===== config.mk =====
export PLATFORM = sky130hd
export DESIGN_NAME = uart_config_parser_flat
export DESIGN_NICKNAME = d
export VERILOG_FILES = /design/src/rtl/uart_config_parser_pkg.sv /design/src/rtl/uart_config_parser_if.sv /design/src/rtl/uart_config_parser_rx_edge_detect.sv /design/src/rtl/uart_config_parser.sv /design/src/flat_wrapper.sv
export SDC_FILE = /design/constraint.sdc
export NUM_CORES = 1
export LEC_CHECK = 0
export ABC_CLOCK_PERIOD_IN_PS = 6800
export CORE_MARGIN = 10
export CORE_UTILIZATION = 30
export CTS_BUF_LIST = sky130_fd_sc_hd__clkbuf_8
export DETAILED_ROUTE_END_ITERATION = 16
export HOLD_SLACK_MARGIN = 0.1
export SLEW_MARGIN = 20
export SYNTH_ARGS = -nofsm -noshare
export SYNTH_HDL_FRONTEND = slang
export SYNTH_SLANG_ARGS = --single-unit

===== constraint.sdc =====
create_clock -name clk -period 6.8 [get_ports clk]
set_clock_uncertainty 0.15 [all_clocks]
set_input_delay 1.7 -clock clk [delete_from_list [all_inputs] [get_ports clk]]
set_output_delay 1.7 -clock clk [all_outputs]
set_load 0.02 [all_outputs]

===== src/rtl/uart_config_parser_pkg.sv =====
// Shared constants, state encoding and frame payload for the UART configuration parser.
package uart_config_parser_pkg;

    localparam int unsigned BYTE_W   = 8;
    localparam int unsigned DELAY_W  = 16;
    localparam int unsigned NUM_CH   = 8;
    localparam int unsigned ALINES_W = 5;
    localparam int unsigned PULSE_W  = 32;
    localparam int unsigned STATE_W  = 3;
    localparam int unsigned DELAY_FLAT_W = NUM_CH * DELAY_W;

    localparam logic [BYTE_W-1:0] SYNC_BYTE_DEFAULT = 8'hA5;

    localparam logic [BYTE_W-1:0] ADDR_DELAY_LAST = 8'h07;
    localparam logic [BYTE_W-1:0] ADDR_USED_CH    = 8'h08;
    localparam logic [BYTE_W-1:0] ADDR_NUM_ALINES = 8'h09;
    localparam logic [BYTE_W-1:0] ADDR_PULSE_HI   = 8'h0A;
    localparam logic [BYTE_W-1:0] ADDR_PULSE_LO   = 8'h0B;
    localparam logic [BYTE_W-1:0] ADDR_START      = 8'h0F;

    typedef enum logic [STATE_W-1:0] {
        PARSE_IDLE     = 3'd0,
        PARSE_GET_ADDR = 3'd1,
        PARSE_GET_DHI  = 3'd2,
        PARSE_GET_DLO  = 3'd3,
        PARSE_GET_CSUM = 3'd4,
        PARSE_COMMIT   = 3'd5
    } parser_state_e;

    typedef struct packed {
        logic [BYTE_W-1:0] addr;
        logic [BYTE_W-1:0] dhi;
        logic [BYTE_W-1:0] dlo;
    } cfg_frame_t;

    function automatic logic [BYTE_W-1:0] frame_csum(input cfg_frame_t f);
        return f.addr ^ f.dhi ^ f.dlo;
    endfunction

    // Addresses 0x00..0x0B map onto writable configuration registers.
    function automatic logic addr_is_reg(input logic [BYTE_W-1:0] a);
        return a <= ADDR_PULSE_LO;
    endfunction

endpackage


===== src/rtl/uart_config_parser_if.sv =====
// Byte input, control and configuration output bundle of the parser.
interface uart_config_parser_if;
    import uart_config_parser_pkg::*;

    logic [BYTE_W-1:0]       rx_data;
    logic                    rx_new;
    logic                    xmit_busy;
    logic                    mem_clear;
    logic [DELAY_FLAT_W-1:0] delay_flat;
    logic [NUM_CH-1:0]       used_channels;
    logic [ALINES_W-1:0]     num_alines;
    logic [PULSE_W-1:0]      pulse_shape;
    logic                    start_us;
    logic                    cfg_update;
    logic                    frame_err;
    logic [STATE_W-1:0]      parser_state;

    modport master (
        output rx_data, rx_new, xmit_busy, mem_clear,
        input  delay_flat, used_channels, num_alines, pulse_shape,
               start_us, cfg_update, frame_err, parser_state
    );

    modport slave (
        input  rx_data, rx_new, xmit_busy, mem_clear,
        output delay_flat, used_channels, num_alines, pulse_shape,
               start_us, cfg_update, frame_err, parser_state
    );

endinterface


===== src/rtl/uart_config_parser_rx_edge_detect.sv =====
// Turns the level rx_new flag into a one-cycle byte strobe on its rising edge.
module rx_edge_detect (
    input  logic clk,
    input  logic rst_n,
    input  logic rx_new,
    output logic byte_stb_c
);

    logic rx_new_d;
    logic rx_new_q;

    always_comb begin
        rx_new_d = rx_new;
    end

    always_ff @(posedge clk or negedge rst_n) begin
        if (!rst_n) begin
            rx_new_q <= 1'b0;
        end else begin
            rx_new_q <= rx_new_d;
        end
    end

    assign byte_stb_c = rx_new & ~rx_new_q;

endmodule


===== src/rtl/uart_config_parser.sv =====
// Parses SYNC/ADDR/DHI/DLO/CSUM frames from the UART and commits them to configuration registers.
module uart_config_parser
    import uart_config_parser_pkg::*;
#(
    parameter logic [7:0]  SYNC_BYTE      = SYNC_BYTE_DEFAULT,
    parameter int unsigned TIMEOUT_CYCLES = 1_000_000
) (
    input logic                 clk,
    input logic                 rst_n,
    uart_config_parser_if.slave bus
);

    localparam int unsigned       CNT_W   = $clog2(TIMEOUT_CYCLES + 1);
    localparam logic [CNT_W-1:0]  CNT_MAX = CNT_W'(TIMEOUT_CYCLES);

    logic byte_stb_c;
    logic timeout_c;

    parser_state_e state_q, state_d;
    cfg_frame_t    frame_q, frame_d;
    logic [CNT_W-1:0] cnt_q, cnt_d;

    logic [NUM_CH-1:0][DELAY_W-1:0] delay_q, delay_d;
    logic [NUM_CH-1:0]   used_q, used_d;
    logic [ALINES_W-1:0] alines_q, alines_d;
    logic [PULSE_W-1:0]  pulse_q, pulse_d;
    logic start_us_q, start_us_d;
    logic cfg_update_q, cfg_update_d;
    logic frame_err_q, frame_err_d;

    rx_edge_detect u_rx_edge (
        .clk        (clk),
        .rst_n      (rst_n),
        .rx_new     (bus.rx_new),
        .byte_stb_c (byte_stb_c)
    );

    // Inter-byte watchdog only runs while a frame is being collected.
    assign timeout_c = (state_q != PARSE_IDLE) && (state_q != PARSE_COMMIT) && (cnt_q == CNT_MAX);

    always_comb begin
        state_d      = state_q;
        frame_d      = frame_q;
        cnt_d        = cnt_q;
        delay_d      = delay_q;
        used_d       = used_q;
        alines_d     = alines_q;
        pulse_d      = pulse_q;
        start_us_d   = 1'b0;
        cfg_update_d = 1'b0;
        frame_err_d  = 1'b0;

        if ((state_q == PARSE_IDLE) || byte_stb_c) begin
            cnt_d = '0;
        end else if (cnt_q != CNT_MAX) begin
            cnt_d = cnt_q + CNT_W'(1);
        end

        case (state_q)
            PARSE_IDLE: begin
                if (byte_stb_c && (bus.rx_data == SYNC_BYTE)) begin
                    state_d = PARSE_GET_ADDR;
                end
            end
            PARSE_GET_ADDR: begin
                if (byte_stb_c) begin
                    frame_d.addr = bus.rx_data;
                    state_d      = PARSE_GET_DHI;
                end
            end
            PARSE_GET_DHI: begin
                if (byte_stb_c) begin
                    frame_d.dhi = bus.rx_data;
                    state_d     = PARSE_GET_DLO;
                end
            end
            PARSE_GET_DLO: begin
                if (byte_stb_c) begin
                    frame_d.dlo = bus.rx_data;
                    state_d     = PARSE_GET_CSUM;
                end
            end
            PARSE_GET_CSUM: begin
                if (byte_stb_c) begin
                    if (bus.rx_data == frame_csum(frame_q)) begin
                        state_d = PARSE_COMMIT;
                    end else begin
                        state_d     = PARSE_IDLE;
                        frame_err_d = 1'b1;
                    end
                end
            end
            PARSE_COMMIT: begin
                state_d = PARSE_IDLE;
                if (frame_q.addr == ADDR_START) begin
                    if (bus.xmit_busy) frame_err_d = 1'b1;
                    else               start_us_d  = 1'b1;
                end else if (!addr_is_reg(frame_q.addr) || bus.xmit_busy) begin
                    frame_err_d = 1'b1;
                end else begin
                    cfg_update_d = 1'b1;
                    if (frame_q.addr <= ADDR_DELAY_LAST) begin
                        delay_d[frame_q.addr[2:0]] = {frame_q.dhi, frame_q.dlo};
                    end else if (frame_q.addr == ADDR_USED_CH) begin
                        used_d = frame_q.dlo;
                    end else if (frame_q.addr == ADDR_NUM_ALINES) begin
                        alines_d = frame_q.dlo[ALINES_W-1:0];
                    end else if (frame_q.addr == ADDR_PULSE_HI) begin
                        pulse_d[PULSE_W-1:DELAY_W] = {frame_q.dhi, frame_q.dlo};
                    end else begin
                        pulse_d[DELAY_W-1:0] = {frame_q.dhi, frame_q.dlo};
                    end
                end
            end
            default: begin
                state_d = PARSE_IDLE;
            end
        endcase

        if (timeout_c) begin
            state_d     = PARSE_IDLE;
            frame_err_d = 1'b1;
        end

        // Clear overrides everything, including a commit in flight.
        if (bus.mem_clear) begin
            state_d      = PARSE_IDLE;
            cnt_d        = '0;
            delay_d      = '0;
            used_d       = '0;
            alines_d     = '0;
            pulse_d      = '0;
            start_us_d   = 1'b0;
            cfg_update_d = 1'b0;
            frame_err_d  = 1'b0;
        end
    end

    always_ff @(posedge clk or negedge rst_n) begin
        if (!rst_n) begin
            state_q      <= PARSE_IDLE;
            frame_q      <= '0;
            cnt_q        <= '0;
            delay_q      <= '0;
            used_q       <= '0;
            alines_q     <= '0;
            pulse_q      <= '0;
            start_us_q   <= 1'b0;
            cfg_update_q <= 1'b0;
            frame_err_q  <= 1'b0;
        end else begin
            state_q      <= state_d;
            frame_q      <= frame_d;
            cnt_q        <= cnt_d;
            delay_q      <= delay_d;
            used_q       <= used_d;
            alines_q     <= alines_d;
            pulse_q      <= pulse_d;
            start_us_q   <= start_us_d;
            cfg_update_q <= cfg_update_d;
            frame_err_q  <= frame_err_d;
        end
    end

    assign bus.delay_flat    = delay_q;
    assign bus.used_channels = used_q;
    assign bus.num_alines    = alines_q;
    assign bus.pulse_shape   = pulse_q;
    assign bus.start_us      = start_us_q;
    assign bus.cfg_update    = cfg_update_q;
    assign bus.frame_err     = frame_err_q;
    assign bus.parser_state  = state_q;

endmodule


===== src/flat_wrapper.sv =====
// flat-port wrapper written by rule: the top's interface ports become plain ports
module uart_config_parser_flat import uart_config_parser_pkg::*;
#(
    parameter logic [7:0]  SYNC_BYTE      = SYNC_BYTE_DEFAULT,
    parameter int unsigned TIMEOUT_CYCLES = 1_000_000
)
  (clk, rst_n, bus_rx_data, bus_rx_new, bus_xmit_busy, bus_mem_clear, bus_delay_flat, bus_used_channels, bus_num_alines, bus_pulse_shape, bus_start_us, bus_cfg_update, bus_frame_err, bus_parser_state);
  uart_config_parser_if bus_i ();
  input logic clk;
  input logic rst_n;
  input wire logic [$bits(bus_i.rx_data)-1:0] bus_rx_data;
  input wire logic [$bits(bus_i.rx_new)-1:0] bus_rx_new;
  input wire logic [$bits(bus_i.xmit_busy)-1:0] bus_xmit_busy;
  input wire logic [$bits(bus_i.mem_clear)-1:0] bus_mem_clear;
  output wire logic [$bits(bus_i.delay_flat)-1:0] bus_delay_flat;
  output wire logic [$bits(bus_i.used_channels)-1:0] bus_used_channels;
  output wire logic [$bits(bus_i.num_alines)-1:0] bus_num_alines;
  output wire logic [$bits(bus_i.pulse_shape)-1:0] bus_pulse_shape;
  output wire logic [$bits(bus_i.start_us)-1:0] bus_start_us;
  output wire logic [$bits(bus_i.cfg_update)-1:0] bus_cfg_update;
  output wire logic [$bits(bus_i.frame_err)-1:0] bus_frame_err;
  output wire logic [$bits(bus_i.parser_state)-1:0] bus_parser_state;
  assign bus_i.rx_data = bus_rx_data;
  assign bus_i.rx_new = bus_rx_new;
  assign bus_i.xmit_busy = bus_xmit_busy;
  assign bus_i.mem_clear = bus_mem_clear;
  assign bus_delay_flat = bus_i.delay_flat;
  assign bus_used_channels = bus_i.used_channels;
  assign bus_num_alines = bus_i.num_alines;
  assign bus_pulse_shape = bus_i.pulse_shape;
  assign bus_start_us = bus_i.start_us;
  assign bus_cfg_update = bus_i.cfg_update;
  assign bus_frame_err = bus_i.frame_err;
  assign bus_parser_state = bus_i.parser_state;
  uart_config_parser #(.SYNC_BYTE(SYNC_BYTE), .TIMEOUT_CYCLES(TIMEOUT_CYCLES)) u_core (.clk(clk), .rst_n(rst_n), .bus(bus_i));
endmodule

# Word-level counts from Yosys, hierarchy flattened
# Cells that the tools add are included.
# word_totals
elab_cells,137
input_bits,13
out_inout_bits,179
regBits,224
# op_classes
magnitude_cmp,4
n_reduce_logical,24
n_eq_ne,25
bitwise_logic,4
add_sub_neg,1
muxes,58
# ops
op,count
2-to-1 mux 128 bit,5
2-to-1 mux 32 bit,7
bitwise mux 128 bit,1
2-to-1 mux 20 bit,3
demux 16 bit (select 3 bit),1
2-to-1 mux 16 bit,3
2-to-1 mux 8 bit,6
2-to-1 mux 5 bit,7
equality test 8 x 4 -> 1 bit (second input constant),4
2-to-1 mux 3 bit,8
adder 20 x 1 -> 20 bit (second input constant),1
equality test 20 bit (second input constant),1
!= test 20 bit (second input constant),1
!= test 4 x 2 -> 1 bit (second input constant),4
bitwise XOR 8 bit,2
2-to-1 mux 1 bit,15
case mux 3 bit (5 select lines),1
AND reduction 7 bit,2
!= test 2 bit (second input constant),6
AND reduction 5 bit,2
nonzero test 2 bit,5
equality test 8 bit,1
equality test 8 bit (second input constant),1
<= comparator 8 x 3 -> 1 bit (second input constant),1
other kinds (19),28

# Longest topological paths before layout
# Gate-level depths: netlist (run 1).
# depth
word_depth,10
mapped_depth,9

# By module
# From an unflattened synthesis (run 1), not the netlist that was laid out.
# unflattened
hier_cells,886
hier_area_um2,9720.6
# modules_own_cells
module,n_inst,cells_each,area_per_inst_um2
uart_config_parser,1,884,9681.8
rx_edge_detect,1,2,38.8

# Worst setup path before layout (run 1)
# OpenSTA, ideal clock, no wires.
# synth_path
kind,input port to flip-flop
start,in bus_rx_new
end,reg u_core.frame_q[16] in the netlist's numbering
path_stages,4
path_buffers,0
arrival_ns,3.038
required_time_ns,6.525
slack_ns,3.488
path_cell_list,nor2b_1 > nand2_1 > nor3_1 > mux2_2
# synth_between
elab_chain_cells,2
# synth_rtl
element,line,text
"start, declared",flat_wrapper.sv:12,input wire logic [$bits(bus_i.rx_new)-1:0] bus_rx_new;
AND 1 bit,uart_config_parser_rx_edge_detect.sv:24,assign byte_stb_c = rx_new & ~rx_new_q;
AND reduction 2 bit (no source line),n/a,
"end signal, assigned",uart_config_parser.sv:153,frame_q <= frame_d;
"end, declared",uart_config_parser.sv:20,"cfg_frame_t frame_q, frame_d;"
# Every way passes these cells.
# A chain may end at the register's enable or synchronous reset.

# Final worst setup path (run 1)
# layout_path
start,in bus_xmit_busy
end,reg u_core.delay_q (netlist bit u_core.bus.delay_flat[82])
# layout_between
elab_chain_cells,3
# layout_rtl
element,line,text
"start, declared",flat_wrapper.sv:13,input wire logic [$bits(bus_i.xmit_busy)-1:0] bus_xmit_busy;
logical OR 1 bit,uart_config_parser.sv:98,end else if (!addr_is_reg(frame_q.addr) || bus.xmit_busy) begin
!= test 2 bit (no source line),n/a,
AND reduction 4 bit (no source line),n/a,
"end signal, assigned",uart_config_parser.sv:155,delay_q <= delay_d;
"end, declared",uart_config_parser.sv:23,"logic [NUM_CH-1:0][DELAY_W-1:0] delay_q, delay_d;"
# Every way passes these cells.

==> flow_summary.ini, run 1 <==
[synth]
synth_commonest_cells = 224 x dfrtp_1, 175 x nor2_1, 150 x mux2i_1, 54 x nand2_1, 41 x clkbuf_1
syn-mean-instance-area_um2 = 11.4
synth_area_leader_cell = dfrtp_1
yosys_warnings = 0
synth_fp_nets = 874
ys_ff_latch = 224
netlist_area_um2 = 9830
yosysMostFrequentCell = dfrtp_1
synth.area.top_cells = dfrtp_1 57%, mux2i_1 15%, nor2_1 6.7%
synth_flop_cell = dfrtp_1
synth_top_area_frac = 0.570
ys_seq_area_frac = 0.570
ys_async_sr_fraction = 1.00
synth-edff-count = 0
syn_inst = 859
ys_types = 46

[grt]
grt_pass1_wl_um = 47200
track_usage = 0.150
grt_pass1_vias = 7242
grt_max_degree = 162
antenna_found_initial = 0
grt_overflow = 0

[critical_path]
path_max_fanout = 16
arrival_ns = 4.06
critical_path_class = input pin to flip-flop
startpoint_type = input pin
end_kind = flip-flop
required_ns = 7.04

[pwr]
leakagePower_nw = 5.77
p_per_area_nw_per_um2 = 213
irDropWorstVdd_uv = 158
power_mw = 2.73

[sta]
fin_setup_tns_ns = 0
hold_ws_ns = 0.332
fin_crit_ns = 3.82
worst-slew-pin-transition_ns = 1.09
fmax_ghz = 0.262
min_period_over_period = 0.562
slew_violations = 0
hold_viol = 0
grt_setup_unrepaired = no
setup_viol = 0
maxSlewHeadroom = 0.270

[clock_tree]
cts_tree = yes
cts.sinks = 224
cts_setup_buffers = 0
clkTransAtPathRegs_ns = 0.05
cts_buffer_depth = 3
cts-root-buf = clkbuf_8
ctsHoldBuffers = 0
clk-insertion-delay-late_ns = 0.54
cts_made_buffers = 42
cts.repair.resized = 0
h-tree-depth = 2

[floorplan]
core_um2 = 32500
initial_core_util = 0.303
io_pins = 192
die-area_um2 = 40400
die_x_um = 201
fp.dieH_um = 201
num_rows = 66

[routing]
first_iter_violations = 334
routedWlPerCell_um = 20.4
ant_nets = 0
vias = 6920
viasPerCell = 4.59
drtPass1Iterations = 5
drc = 0
drt_wl_total_um = 30700

[cells_and_area]
fill_cells = 3119
antenna_cells = 0
final_cell_area_um2 = 12800
drive_gt1_frac = 0.101
num-nets-final = 1051
area_growth_pct = 30.6
final_core_util = 0.396

[flow_run]
maxCapViolCount = 0

[placed_design]
gp_congestion = 0.745
hpwlAfterDp_um = 19600
portBuffers = 191
post_dp_cell_area_um2 = 12000

[run_status]
outcome = completed

[hold_path]
hold_class = flip-flop to flip-flop
## state kept, by name, summed over array words and instances (netlist names)
name / flops
u_core.bus.used_channels: 8
u_core.cnt_q: 20
u_core.bus.cfg_update: 1
u_core.bus.frame_err: 1
u_core.u_rx_edge.rx_new_q: 1
u_core.bus.pulse_shape: 32
u_core.bus.num_alines: 5
u_core.bus.delay_flat: 128
u_core.bus.start_us: 1
u_core.frame_q: 24
u_core.bus.parser_state: 3
## cells by family after synthesis
kind of cell | Yosys count | synth area share
muxes | 174 | 0.180
and+or+nand+nor | 307 | 0.146
DFF | 224 | 0.570
buffers and inverters | 70 | 0.0410
xor gates and xnor gates | 42 | 0.0374
AOI/OAI and AO/OA | 39 | 0.0213
adders and majority gates | 3 | 0.00356
## worst max-delay path, cell delays in order
cell and delay (ns):
clkdlybuf4s50_1 0.50, nor4_4 0.52, nand2b_4 0.14, nor2_2 0.87, mux2i_1 0.28, nor2_1 0.06
## final cells by class
cell class	count	area (µm²)	area share
clock inverters	20	90.1	0.00702
repair buffers	198	1980	0.154
multi-input cells	565	3840	0.299
inverters	5	18.8	0.00146
flip-flops and latches	224	5610	0.437
well taps	442	553	0.0431
clock buffers	54	743	0.0579
## layout by cell type, fill, tap and decap left out, types with 3 or more instances in the layout
| master | Yosys | final |
|---|---|---|
| dfrtp_1 | 224 | 224 |
| clkdlybuf4s50_1 | 0 | 189 |
| nor2_1 | 175 | 175 |
| mux2i_1 | 150 | 150 |
| nand2_1 | 54 | 54 |
| clkbuf_8 | 0 | 54 |
| xnor2_1 | 29 | 29 |
| mux2_2 | 24 | 24 |
| inv_1 | 5 | 20 |
| a21oi_1 | 21 | 20 |
| xor2_1 | 13 | 13 |
| o21ai_0 | 13 | 13 |
| nand3_1 | 12 | 12 |
| nand2b_1 | 10 | 10 |
| and3_1 | 8 | 8 |
| nand4_1 | 6 | 6 |
| buf_4 | 2 | 6 |
| nor4_1 | 5 | 5 |
| or3_1 | 4 | 4 |
| nor3_1 | 5 | 4 |
| clkinv_2 | 0 | 3 |
## metrics by stage
| stage | instances | worst slack [ns] |
|---|---|---|
| detailed placement | 1434 | 2.40 |
| global placement | 1434 | 2.47 |
| floorplan | 859 | 3.49 |
| global route | 1508 | 2.80 |
| finish | 1508 | 2.98 |
| CTS | 1508 | 2.99 |
## routing by layer
layer | vias up | GRT usage | share of wire
li1 | 3234 | - | -
met1 | 3456 | 0.192 | 0.45
met2 | 181 | 0.231 | 0.45
met3 | 49 | 0.0571 | 0.089
met4 | 0 | 0.0379 | 0.017
met5 | - | 0 | 0
## power by group
group	internal [mW]	switching, mW	total, mW	leakage (nW)
Combinational	0.0269	0.0605	0.0875	2.16
Sequential	1.34	0.0187	1.36	3.13
Clock	0.710	0.575	1.29	0.486
## path summary, 6_finish.rpt
| path | start | to | slack (ns) | depth (start not counted) |
|---|---|---|---|---|
| min | u_core.bus.used_channels[3] | u_core.bus.used_channels[3] | 0.33 | 2 |
| min in group asynchronous | rst_n | u_core.cnt_q[13] | 0.96 | 1 |
| max | bus_xmit_busy | u_core.bus.delay_flat[82] | 2.98 | 6 |
| max in group asynchronous | rst_n | u_core.bus.delay_flat[38] | 4.23 | 2 |
| max reg2reg | u_core.frame_q[23] | u_core.bus.delay_flat[82] | 3.70 | 6 |
| min reg2reg | u_core.bus.used_channels[3] | u_core.bus.used_channels[3] | 0.33 | 2 |
No activity file was read; power rests on OpenSTA's default activity.
==> run 2, diff against run 1 <==
Settings changed: ABC_CLOCK_PERIOD_IN_PS 6800 to 3480.
Clock period 6.8 ns to 3.48 ns, I/O delays scaled along.
==> flow_summary.ini, run 2 (synthesized netlist as in run 1, its figures left out) <==
[grt]
grt_pass1_vias = 7422
grt_pass1_wl_um = 47900
grt_overflow = 0
grt_max_degree = 91
track_usage = 0.152
antenna_found_initial = 0

[cells_and_area]
final_cell_mix = 224 x dfrtp_1, 189 x clkdlybuf4s50_1, 175 x nor2_1
antenna_cells = 0
num-nets-final = 1070
layout_commonest_cell = dfrtp_1
drive_gt1_frac = 0.115
fin_cells = 1526
area_growth_pct = 32.1
largest_register_ffs = 128

[sta]
fin_setup_tns_ns = 0
fmax_ghz = 0.354
hold_viol = 0
setup_viol = 0
fin_crit_ns = 2.83
grt_setup_unrepaired = no
worst-slew-pin-transition_ns = 0.850
maxSlewHeadroom = 0.434
slew_violations = 0
min_period_over_period = 0.812

[critical_path]
r2r_start = u_core.frame_q[23]
critical_path_class = flip-flop to primary output
end_kind = primary output
required_ns = 2.46
cp.depth = 1
critical_path.cell_chain = clkdlybuf4s50_1
cp-startpoint = u_core.bus.parser_state[0]
crit_buf_inv = 1
crit_family = buffers and inverters
startpoint_type = flip-flop
path_max_fanout = 11
rr_endpoint = u_core.bus.delay_flat[51]
slowest_stage = clkdlybuf4s50_1
reg2regPathDepth = 6
endpoint = bus_parser_state[0]
rrSetupSlack_ns = 0.94
slowest_delay_ns = 0.70
arrival_ns = 1.81

[pwr]
p_per_area_nw_per_um2 = 412
leakagePower_nw = 5.87
irDropWorstVdd_uv = 219

[routing]
routedWlPerCell_um = 20.4
ant_nets = 0
drtPass1Iterations = 4
viasPerCell = 4.61
drt_wl_total_um = 31100
first_iter_violations = 454
vias = 7030
drc = 0

[clock_tree]
cts.sinks = 224
cts_buffer_depth = 3
cts-root-buf = clkbuf_8
cts_tree = yes
clk-insertion-delay-late_ns = 0.54
clkTransAtPathRegs_ns = 0.06
h-tree-depth = 2
cts_made_buffers = 41

[run_status]
outcome = completed

[floorplan]
die-area_um2 = 40400
initial_core_util = 0.303
core_um2 = 32500
num_rows = 66
io_pins = 192
die_x_um = 201
fp.dieH_um = 201

[placed_design]
gp_congestion = 0.731
hpwlAfterDp_um = 20300
dp.cells = 1453
portBuffers = 191

[hold_path]
hold_class = flip-flop to flip-flop

[flow_run]
maxCapViolCount = 0
[run 2: routing by layer]
metal | part of all wire | up-vias | track usage
li1 | - | 3273 | -
met1 | 0.44 | 3521 | 0.192
met2 | 0.46 | 192 | 0.238
met3 | 0.089 | 44 | 0.0599
met4 | 0.019 | 0 | 0.0392
met5 | 0 | - | 0
[run 2: tightest hold or removal path, stage by stage (launching register included)]
cell and delay (ns):
dfrtp_1 0.34, nand2_1 0.04, o21ai_0 0.06
[run 2: layout make-up]
cell class | count | area (µm²)
multi-input combinational | 565 | 3830
clock inverter | 19 | 97.6
timing repair buffer | 218 | 2150
sequential | 224 | 5610
fill | 3153 | 19500
inverter | 5 | 18.8
clock buffer | 53 | 729
tap | 442 | 553
[run 2: through the flow]
step / total power, mW / setup WS (ns) / utilization / hold WS, ns / cell area [µm²]
floorplan: 2.77 / 0.989 / - / 0.355 / 9830
global placement: 2.88 / 0.541 / 0.374 / 0.316 / 12100
detailed placement: 2.88 / 0.513 / 0.374 / 0.320 / 12100
CTS: 5.44 / 0.618 / 0.400 / 0.333 / 13000
global route: 5.58 / 0.554 / 0.400 / 0.360 / 13000
finish: 5.34 / 0.655 / 0.400 / 0.328 / 13000
[run 2: worst min-delay path by stage]
stage	start	endpoint	slack, ns	cells past startpoint
final	u_core.bus.used_channels[6]	u_core.bus.used_channels[6]	0.33	2
after global routing	u_core.bus.used_channels[0]	u_core.bus.used_channels[0]	0.36	2
after CTS	u_core.bus.used_channels[2]	u_core.bus.used_channels[2]	0.33	2
after detailed placement	u_core.bus.used_channels[2]	u_core.bus.used_channels[2]	0.32	2
after global placement	u_core.bus.used_channels[1]	u_core.bus.used_channels[1]	0.32	2
after floorplan	u_core.cnt_q[19]	u_core.cnt_q[19]	0.35	2
[run 2: timing repair]
item	in CTS	in global routing
setup buffers	0	0
hold buffers	1	0
setup endpoints to repair	0	0
hold endpoints to repair	25	0
gates resized for setup	0	0
[run 2: where the power goes]
part	internal, mW	total, mW	switching, mW
combinational	0.0572	0.180	0.123
clock	1.37	2.51	1.14
sequential	2.62	2.65	0.0351
==> run 3, diff against run 2 <==
Settings changed: ABC_CLOCK_PERIOD_IN_PS 3480 to 2350.
Clock period 3.48 ns to 2.35 ns, I/O delays scaled along.
==> flow_summary.ini, run 3 (synthesized netlist as in run 1, its figures left out) <==
[critical_path]
cp.depth = 8
end_kind = flip-flop
endpoint = u_core.bus.delay_flat[49]
slowest_delay_ns = 0.58
required_ns = 2.60
critical_path.cell_chain = or4_4 -> buf_6 -> or3_4 -> nor4_4 -> buf_6 -> clkbuf_16 -> mux2i_1 -> nor2_1
slowest_stage = or4_4
rrSetupSlack_ns = -0.14
r2r_start = u_core.frame_q[21]
startpoint_type = flip-flop
crit_family = simple AND/OR/NAND/NOR gates
rr_endpoint = u_core.bus.delay_flat[49]
critical_path_class = flip-flop to flip-flop
crit_top_cell = buf_6
arrival_ns = 2.75
crit_buf_inv = 3
path_max_fanout = 8
reg2regPathDepth = 8
cp-startpoint = u_core.frame_q[21]

[routing]
ant_nets = 0
wl_met3_um = 2710
first_iter_violations = 360
routedWlPerCell_um = 20.7
vias = 7395
maxUsedRoutingLayer = met4
met2_length_um = 15200
drc = 0
drtPass1Iterations = 6
met1_length_um = 14500
viasPerCell = 4.61
drt_wl_total_um = 33200

[sta]
fin_crit_ns = 2.49
slew_violations = 0
fmax_ghz = 0.401
grt_setup_unrepaired = yes
hold_viol = 0
maxSlewHeadroom = 0.641
setup_viol = 78
worst-slew-pin-transition_ns = 0.539
min_period_over_period = 1.06
postLayoutSetupSlackWorst_ns = -0.144

[cells_and_area]
final_cell_area_um2 = 14100
layout_commonest_cell = dfrtp_1
largest_register_ffs = 128
num-nets-final = 1146
final_core_util = 0.434
fill_cells = 3088
drive_gt1_frac = 0.191
area_growth_pct = 43.3
final_cell_mix = 224 x dfrtp_1, 175 x nor2_1, 146 x mux2i_1, 146 x clkdlybuf4s50_1, 71 x buf_4

[clock_tree]
cts-root-buf = clkbuf_8
cts.sinks = 224
h-tree-depth = 2
cts_tree = yes
cts_made_buffers = 40
clk-insertion-delay-late_ns = 0.55
cts_buffer_depth = 3
clkTransAtPathRegs_ns = 0.06

[grt]
grt_max_degree = 87
grt_pass1_wl_um = 49000
track_usage = 0.156
antenna_found_initial = 0
grt_pass1_vias = 7638
grt_overflow = 0

[pwr]
leakagePower_nw = 7.08
irDropWorstVdd_uv = 421
p_per_area_nw_per_um2 = 572
power_mw = 8.06

[floorplan]
initial_core_util = 0.303
core_um2 = 32500
fp.dieH_um = 201
die_x_um = 201
io_pins = 192
die-area_um2 = 40400
num_rows = 66

[run_status]
outcome = finished, violations left
violations = setup timing

[placed_design]
hpwlAfterDp_um = 20900
gp_congestion = 0.775
post_dp_cell_area_um2 = 12800
portBuffers = 191

[hold_path]
hold_class = input pin to flip-flop

[flow_run]
maxCapViolCount = 0
run 3: report_power, final:
| group | switching, mW | leakage (nW) | internal (mW) |
|---|---|---|---|
| clock | 1.69 | 0.465 | 2.09 |
| sequential | 0.0176 | 3.13 | 3.87 |
| combinational | 0.245 | 3.49 | 0.149 |
| total | 1.95 | 7.08 | 6.11 |
run 3: final cells by class:
cell class              count  area (µm²)  share of cell area
clock inverters            23         169              0.0120
repair buffers            295        3120               0.221
multi-input cells         565        3960               0.281
clock buffers              48         661              0.0469
inverters                   5        18.8             0.00133
well taps                 442         553              0.0393
diodes                      1        2.50            0.000178
flip-flops and latches    224        5610               0.398
run 3: worst min path at each step:
stage / start / endpoint / slack (ns) / depth (start not counted)
after floorplan: rst_n / u_core.bus.cfg_update / 0.14 / 0
after global placement: u_core.bus.used_channels[1] / u_core.bus.used_channels[1] / 0.32 / 2
after detailed placement: u_core.bus.used_channels[4] / u_core.bus.used_channels[4] / 0.32 / 2
after CTS: bus_mem_clear / u_core.bus.delay_flat[1] / 0.19 / 2
after global routing: bus_mem_clear / u_core.bus.delay_flat[0] / 0.22 / 2
final: bus_mem_clear / u_core.bus.delay_flat[1] / 0.23 / 2
run 3: stage by stage:
stage	hold slack (ns)	setup TNS [ns]	std cells	worst slack (ns)
after detailed placement	0.324	-33.96	1515	-0.310
after CTS	0.191	-3.64	1596	-0.0897
after global routing	0.217	-19.94	1602	-0.228
after global placement	0.315	-29.04	1515	-0.249
final	0.230	-4.32	1603	-0.144
after floorplan	0.142	-5.14	859	-0.141
run 3: what timing repair did:
| action | 4_1_cts | 5_1_grt |
|---|---|---|
| cloned | 2 | 6 |
| endpoints found under the setup margin | 74 | 159 |
| buffers inserted | 7 | 4 |
| pin swaps | 4 | 21 |
| gates resized for setup | 13 | 74 |
| hold buffers | 1 | 0 |
| endpoints found under the hold margin | 36 | 0 |
run 3: worst register-to-register path: cells and delay by family, from the launching register on:
family,cells,cell delay (ns)
buf+inv,3,0.47
flops,1,0.39
mux,1,0.19
simple gates,4,1.15
run 3: metal layers:
| metal | vias to the layer above | GRT usage |
|---|---|---|
| met5 | - | 0 |
| met4 | 0 | 0.0473 |
| met3 | 51 | 0.0610 |
| met2 | 192 | 0.242 |
| met1 | 3720 | 0.197 |
| li1 | 3432 | - |
